<file path="src/rtl/enigma_rotor_stage_if.sv">
// Substitution channel of one rotor stage: letter request in, encoded letter out.
interface enigma_rotor_stage_if #(
  parameter int unsigned W = 5
);
  logic         in_valid;
  logic [W-1:0] in_letter;
  logic         reverse;
  logic         out_valid;
  logic [W-1:0] out_letter;
  logic         in_err;

  modport master (
    output in_valid, in_letter, reverse,
    input  out_valid, out_letter, in_err
  );

  modport slave (
    input  in_valid, in_letter, reverse,
    output out_valid, out_letter, in_err
  );
endinterface

</file>
<file path="src/rtl/enigma_rotor_stage.sv">
// Clocked Enigma rotor: loadable wiring and inverse, stepping position with notch
// carry, and a one-cycle registered forward/reverse substitution.
module enigma_rotor_stage #(
  parameter int unsigned ALPHA = 26,
  parameter int unsigned W     = 5,
  parameter int unsigned NOTCH = 21
) (
  input  logic                 clk,
  input  logic                 rst,
  enigma_rotor_stage_if.slave  sub,
  input  logic                 step_in,
  output logic                 carry_out,
  input  logic                 pos_load,
  input  logic [W-1:0]         pos_value,
  output logic [W-1:0]         pos,
  input  logic                 cfg_we,
  input  logic [W-1:0]         cfg_addr,
  input  logic [W-1:0]         cfg_data,
  output logic                 cfg_err
);

  localparam logic [W-1:0] A_W  = W'(ALPHA);
  localparam logic [W:0]   A_W1 = (W+1)'(ALPHA);

  logic [W-1:0] fwd [ALPHA];
  logic [W-1:0] inv [ALPHA];

  logic         letter_ok;
  logic [W:0]   sum;
  logic [W-1:0] idx;
  logic [W-1:0] m;
  logic [W:0]   back;
  logic [W-1:0] res;
  logic [W-1:0] pos_red;
  logic [W-1:0] pos_next;
  logic         cfg_ok;

  // Operands stay below 2*ALPHA, so each mod is one conditional subtract.
  always_comb begin
    letter_ok = (sub.in_letter != '0) && (sub.in_letter <= A_W);
    sum       = {1'b0, sub.in_letter} + {1'b0, pos} - (W+1)'(1);
    idx       = '0;
    if (letter_ok)
      idx = W'((sum >= A_W1) ? sum - A_W1 : sum);
    m    = sub.reverse ? inv[idx] : fwd[idx];
    back = {1'b0, m} + A_W1 - (W+1)'(1) - {1'b0, pos};
    res  = W'(((back >= A_W1) ? back - A_W1 : back) + (W+1)'(1));
  end

  always_comb begin
    pos_red  = (pos_value >= A_W) ? pos_value - A_W : pos_value;
    pos_next = (pos == W'(ALPHA - 1)) ? '0 : pos + W'(1);
    cfg_ok   = (cfg_addr != '0) && (cfg_addr <= A_W) &&
               (cfg_data != '0) && (cfg_data <= A_W);
  end

  always_ff @(posedge clk or posedge rst) begin
    if (rst) begin
      sub.out_valid  <= 1'b0;
      sub.out_letter <= '0;
      sub.in_err     <= 1'b0;
    end else begin
      sub.out_valid <= sub.in_valid;
      sub.in_err    <= sub.in_valid && !letter_ok;
      if (sub.in_valid)
        sub.out_letter <= letter_ok ? res : '0;
    end
  end

  always_ff @(posedge clk or posedge rst) begin
    if (rst) begin
      pos       <= '0;
      carry_out <= 1'b0;
    end else begin
      carry_out <= 1'b0;
      if (pos_load) begin
        pos <= pos_red;
      end else if (step_in) begin
        pos       <= pos_next;
        carry_out <= (pos == W'(NOTCH));
      end
    end
  end

  always_ff @(posedge clk or posedge rst) begin
    if (rst) begin
      cfg_err <= 1'b0;
      for (int unsigned i = 0; i < ALPHA; i++) begin
        fwd[i] <= W'(i + 1);
        inv[i] <= W'(i + 1);
      end
    end else begin
      cfg_err <= cfg_we && !cfg_ok;
      if (cfg_we && cfg_ok) begin
        fwd[cfg_addr - W'(1)] <= cfg_data;
        inv[cfg_data - W'(1)] <= cfg_addr;
      end
    end
  end

endmodule

</file>
<file path="src/flat_wrapper.sv">
// flat-port wrapper written by rule: the top's interface ports become plain ports
module enigma_rotor_stage_flat 
#(
  parameter int unsigned ALPHA = 26,
  parameter int unsigned W     = 5,
  parameter int unsigned NOTCH = 21
)
  (clk, rst, step_in, carry_out, pos_load, pos_value, pos, cfg_we, cfg_addr, cfg_data, cfg_err, sub_in_valid, sub_in_letter, sub_reverse, sub_out_valid, sub_out_letter, sub_in_err);
  enigma_rotor_stage_if #(.W(W)) sub_i ();
  input  logic clk;
  input  logic rst;
  input  logic step_in;
  output logic carry_out;
  input  logic pos_load;
  input  logic [W-1:0] pos_value;
  output logic [W-1:0] pos;
  input  logic cfg_we;
  input  logic [W-1:0] cfg_addr;
  input  logic [W-1:0] cfg_data;
  output logic cfg_err;
  input wire logic [$bits(sub_i.in_valid)-1:0] sub_in_valid;
  input wire logic [$bits(sub_i.in_letter)-1:0] sub_in_letter;
  input wire logic [$bits(sub_i.reverse)-1:0] sub_reverse;
  output wire logic [$bits(sub_i.out_valid)-1:0] sub_out_valid;
  output wire logic [$bits(sub_i.out_letter)-1:0] sub_out_letter;
  output wire logic [$bits(sub_i.in_err)-1:0] sub_in_err;
  assign sub_i.in_valid = sub_in_valid;
  assign sub_i.in_letter = sub_in_letter;
  assign sub_i.reverse = sub_reverse;
  assign sub_out_valid = sub_i.out_valid;
  assign sub_out_letter = sub_i.out_letter;
  assign sub_in_err = sub_i.in_err;
  enigma_rotor_stage #(.ALPHA(ALPHA), .W(W), .NOTCH(NOTCH)) u_core (.clk(clk), .rst(rst), .sub(sub_i), .step_in(step_in), .carry_out(carry_out), .pos_load(pos_load), .pos_value(pos_value), .pos(pos), .cfg_we(cfg_we), .cfg_addr(cfg_addr), .cfg_data(cfg_data), .cfg_err(cfg_err));
endmodule
</file>
<file path="config.mk">
export PLATFORM = sky130hd
export DESIGN_NAME = enigma_rotor_stage_flat
export DESIGN_NICKNAME = d
export VERILOG_FILES = /design/src/rtl/enigma_rotor_stage_if.sv /design/src/rtl/enigma_rotor_stage.sv /design/src/flat_wrapper.sv
export SDC_FILE = /design/constraint.sdc
export NUM_CORES = 1
export LEC_CHECK = 0
export ABC_AREA = 1
export CAP_MARGIN = 20
export CORE_MARGIN = 2
export CORE_UTILIZATION = 40
export CTS_BUF_LIST = sky130_fd_sc_hd__clkbuf_8
export DETAILED_ROUTE_END_ITERATION = 7
export SLEW_MARGIN = 0
export SYNTH_ARGS = -nofsm -noshare
export SYNTH_HDL_FRONTEND = slang
export SYNTH_SLANG_ARGS = --single-unit
</file>
<file path="constraint.sdc">
create_clock -name clk -period 10.1 [get_ports clk]
set_input_delay 1.515 -clock clk [delete_from_list [all_inputs] [get_ports clk]]
set_output_delay 1.515 -clock clk [all_outputs]
set_load 0.01 [all_outputs]
</file>
[Yosys cells after proc, flatten, opt, wreduce, memory -nomap -nowiden]
Index checks and enable logic that the tools add are counted.
Widths: inputs -> output; s select.
Operators by class
  add/subtract/negate cells: 12
  order comparisons: 11
  equality and inequality tests: 2
  muxes and demuxes: 23
  bitwise logic cells: 3
  reduce and logical (&&, ||, !) cells: 15
Operator list (number)
  $bwmux 130: 2
  $mux 5: 15
  $bmux 5 s5: 2
  $demux 5 s5: 2
  $ge 6x6->1 const B: 3
  $not 5->6: 3
  $le 5x5->1 const B: 3
  $reduce_bool 5->1: 3
  $sub 5x5->5 const B: 3
  $ge 6x5->1 const B: 2
  $lt 6x1->1 const B: 2
  $sub 6x1->6 const B: 2
  $add 5x1->5 const B: 2
  $eq 5x5->1 const B: 2
  $sub 5x1->5 const B: 2
  $logic_and 1x1->1: 9
  $add 5x5->6: 1
  $add 5x5->6 const B: 1
  $sub 6x5->6: 1
  $ge 5x5->1 const B: 1
  $logic_not 1->1: 2
  $mux 1: 2
  $reduce_bool 2->1: 1
Storage, ports and cells
  bits in registers: 274
  input port bits: 27
  word-level logic and storage cells: 124

[Depth between registers and ports, before layout]
  depth after elaboration: 17
  mapped depth: 37
  mapped depth without buffers: 37

[Worst setup path after synthesis]
OpenSTA, ideal clock, no wires.
  path kind: input to register
  start: in sub_in_letter[1]
  end: reg u_core.sub.out_letter[4]
  setup time: 126 ps
  arrival time: 6110 ps
  data required time: 9974 ps
  setup slack: 3864 ps
  stages on the path: 32
  buffers on the path: 1
  cell sequence: inv_1 ha_1 inv_1 ha_1 fa_1 nor2_1 nor2_1 nand3_1 nand2_1 a21oi_1 nor2_2 clkbuf_1 nand3_1 nand3_1 nand2_1 nand2_1 nand2_1 ha_1 inv_1 ha_1 fa_1 xnor2_1 nor3_1 nand2_1 nand3_1 xor2_1 ha_1 nand2_1 nor2_1 nand2_1 nand2_1 o21ai_0
On the way
  cells in the longest elaborated chain, start to end: 17
Ends and longest elaborated chain
  from (decl): line flat_wrapper.sv:22  | input wire logic [$bits(sub_i.in_letter)-1:0] sub_in_letter;
  $add 5x5->6: line enigma_rotor_stage.sv:41  | sum = {1'b0, sub.in_letter} + {1'b0, pos} - (W+1)'(1);
  $sub 6x1->6: line enigma_rotor_stage.sv:41
  $sub 5x5->5 / $ge 6x5->1 (equally long branches): line enigma_rotor_stage.sv:44  | idx = W'((sum >= A_W1) ? sum - A_W1 : sum);
  $mux 5: line enigma_rotor_stage.sv:44
  $mux 5: line enigma_rotor_stage.sv:43  | if (letter_ok)
  $not 5->6 (not written as such): line enigma_rotor_stage.sv:45  | m = sub.reverse ? inv[idx] : fwd[idx];
  $bmux 5 s5: line enigma_rotor_stage.sv:45
  $mux 5 (not written as such) (2 in a row): line enigma_rotor_stage.sv:45
  $mux 5: line enigma_rotor_stage.sv:45
  $add 5x5->6: line enigma_rotor_stage.sv:46  | back = {1'b0, m} + A_W1 - (W+1)'(1) - {1'b0, pos};
  $sub 6x1->6: line enigma_rotor_stage.sv:46
  $sub 6x5->6: line enigma_rotor_stage.sv:46
  $sub 5x5->5 / $ge 6x5->1 (equally long branches): line enigma_rotor_stage.sv:47  | res = W'(((back >= A_W1) ? back - A_W1 : back) + (W+1)'(1));
  $mux 5: line enigma_rotor_stage.sv:47
  $add 5x1->5: line enigma_rotor_stage.sv:47
  $mux 5 *: line enigma_rotor_stage.sv:66  | sub.out_letter <= letter_ok ? res : '0;
  to (signal assigned): line enigma_rotor_stage.sv:66
  to (decl): line enigma_rotor_stage_if.sv:19  | output out_valid, out_letter, in_err
Mark *: on every way between the ends. The rest lies on a longest branch, timed or not. The select of a mux whose other input is x is not followed.
A chain may end at the register's enable or synchronous reset.

[Worst setup path after layout]
  start: in sub_in_letter[0]
  end: reg u_core.sub.out_letter[4]
Same word-level chain as after synthesis.

==> qor.csv <==
metric;value;unit
cts_buffer_depth;3;
max_slew_margin;0.277;
p_clk_frac;0.240;
cpPeakStageDelay;0.75;ns
coreArea;34700;sq um
dp_slack;1.89;ns
dp_hpwl;25900;um
dieArea;36900;sq um
grt_max_degree;181;
cts_resized;0;
power_switching;0.00174;W
fin_crit;7.67;ns
drt-wirelength-per-cell;17.4;um
postRouteAntennaNets;0;
start_kind;input port;
cp.arrival;8.15;ns
fin_crit_sh;0.759;
routed_wl;41000;um
syn_inst;1840;
synth-seq-cells;274;
synth_fp_nets;1893;
clk_latency;0.60;ns
antenna_found_initial;0;
rows;68;
fin_tns_setup;0;ns
grt_pass1_wl;66000;um
gp_congestion;0.850;
overflow;0;
start_util;0.408;
internal_power;0.00253;W
cts_setup_buffers;0;
p_leak;7.34;nW
cp_common_cell;nand2_1;
finalHoldViolCount;0;
setup_violations;0;
combPwrFrac;0.418;
clock.fmax;130;MHz
cts-htree-levels;2;
clkTransAtPathRegs;0.06;ns
synth_top_area_cell;dfrtp_1;
slowest_stage;nand3_4;
grt_pass1_vias;11900;
finalWorstSetupSlack;2.43;ns
synth.area.top_cells;dfrtp_1 27%, dfstp_2 22%, nand2_1 19%, o21ai_0 11%, nand3_1 4.2%;
synth_area;14200;sq um
route.vias.total;12600;
cts_hold_buf;0;
cts-buffers-inserted;49;
drive_gt1_frac;0.137;
root_buffer;clkbuf_8;
worst_pin_slew;1.08;ns
yosys_warnings;0;
die_h;192;um
yosys.area.top_type_share;0.272;
drv_slew;0;
final_common_cell;nand2_1;
seqPwrFrac;0.342;
vdd_drop_max;0.210;mV
area_delta_synth_final;12.7;%
drc;0;
rsz0062_at_grt;false;
finClkSkew;0.0117;ns
portBuffers;40;
hold_path_class;register to register;
drtIter0Drc;1118;
pin_count;41;
dr.pass1.iters;6;
clock-sinks;274;
synth.avg_cell_area;7.70;sq um
yosysSeqAreaShare;0.495;
n_antenna_cell;0;
mostFrequentLayoutCells;707 x nand2_1, 308 x o21ai_0, 154 x dfrtp_1;
nets;1914;
worstSetupEndpointType;register;
cts_tree;yes;
grt_usage;0.228;
worstPathRequired;10.58;ns
criticalPathCategory;input port to register;
path_max_fanout;84;
max_cap_violations;0;
p_per_area;268;nW/um^2
vias_per_cell;5.33;
switching_share;0.407;
status;finished, final reports clean;
die_w;192;um
synth_cell_types;36;
[cells in the mapped netlist, drive strengths merged]
cell    count
a211oi      1
a21oi      28
a22o        1
a31oi       4
buf        20
clkbuf     65
clkinv      2
dfrtp     154
dfstp     120
fa          2
ha         24
inv        92
mux2i       1
nand2     719
nand3     121
nand3b      1
nand4      52
nor2       54
nor3       11
nor4        5
o211ai     10
o21a        1
o21ai     319
o31ai       2
or2        25
xnor2       4
xor2        2
[final timing paths]
check	startpoint	endpoint	depth (start not counted)	slack [ns]
worst max register to register	u_core.pos[1]	u_core.sub.out_letter[4]	34	3.33
max in group asynchronous	rst	u_core.inv[46]	3	7.23
worst min register to register	u_core.inv[4]	u_core.inv[4]	2	0.47
worst max-delay path	sub_in_letter[0]	u_core.sub.out_letter[4]	29	2.43
min in group asynchronous	rst	u_core.fwd[120]	2	1.40
worst min-delay path	u_core.inv[4]	u_core.inv[4]	2	0.47
[state kept, by name, indices dropped and copies added (netlist names)]
register / cells
u_core.carry_out: 1
u_core.sub.out_letter: 5
u_core.sub.out_valid: 1
u_core.cfg_err: 1
u_core.pos: 5
u_core.inv: 130
u_core.fwd: 130
u_core.sub.in_err: 1
[final cells by class]
cell class / instances / area, sq um
fill: 3482 / 18800
sequential: 274 / 7010
multi-input combinational: 1387 / 6480
clock buffer: 61 / 840
tap: 455 / 569
timing repair buffer: 55 / 558
inverter: 94 / 362
clock inverter: 31 / 135
[cell families after synthesis]
logic type      after synthesis  share of synthesized area
compound gates              366                      0.132
xor+xnor                      6                    0.00371
fa+ha+maj                    26                     0.0240
buf+inv                     179                     0.0491
flops                       274                      0.495
mux                           1                   0.000707
simple gates                988                      0.295
[worst max-delay path: cells and delay by family]
kind                       cells  cell delay [ns]
and+or+nand+nor               17             2.84
buffers and inverters          4             1.51
adders and majority gates      4             1.10
xor gates and xnor gates       2             0.62
AOI/OAI and AO/OA              2             0.41
[stage by stage]
stage	hold slack [ns]	utilization	cell area (sq um)	power, W	cells
6_report	0.475	0.460	16000	0.00427	2357
5_1_grt	0.488	0.460	16000	0.00460	2357
4_1_cts	0.474	0.459	15900	0.00426	2356
3_5_place_dp	0.466	0.431	15000	0.00322	2264
3_3_place_gp	0.460	0.431	15000	0.00318	2264
2_1_floorplan	0.446	-	14200	0.00276	1840
[power by group through the flow]
stage | clock network, W | registers (W) | logic (W)
CTS | 0.00105 | 0.00146 | 0.00175
global route | 0.00110 | 0.00149 | 0.00202
global placement | 0 | 0.00147 | 0.00171
finish | 0.00102 | 0.00146 | 0.00178
detailed placement | 0 | 0.00147 | 0.00174
floorplan | 0 | 0.00146 | 0.00130
[layer usage]
layer  routed length, um  up-vias  global-route usage
met3                2310       67              0.0333
met5                   0        -                   0
met2               18400      368               0.360
met4                 874        0              0.0634
met1               19500     6011               0.325
li1                    -     6121                   -
No activity file was read; power rests on OpenSTA's default activity.
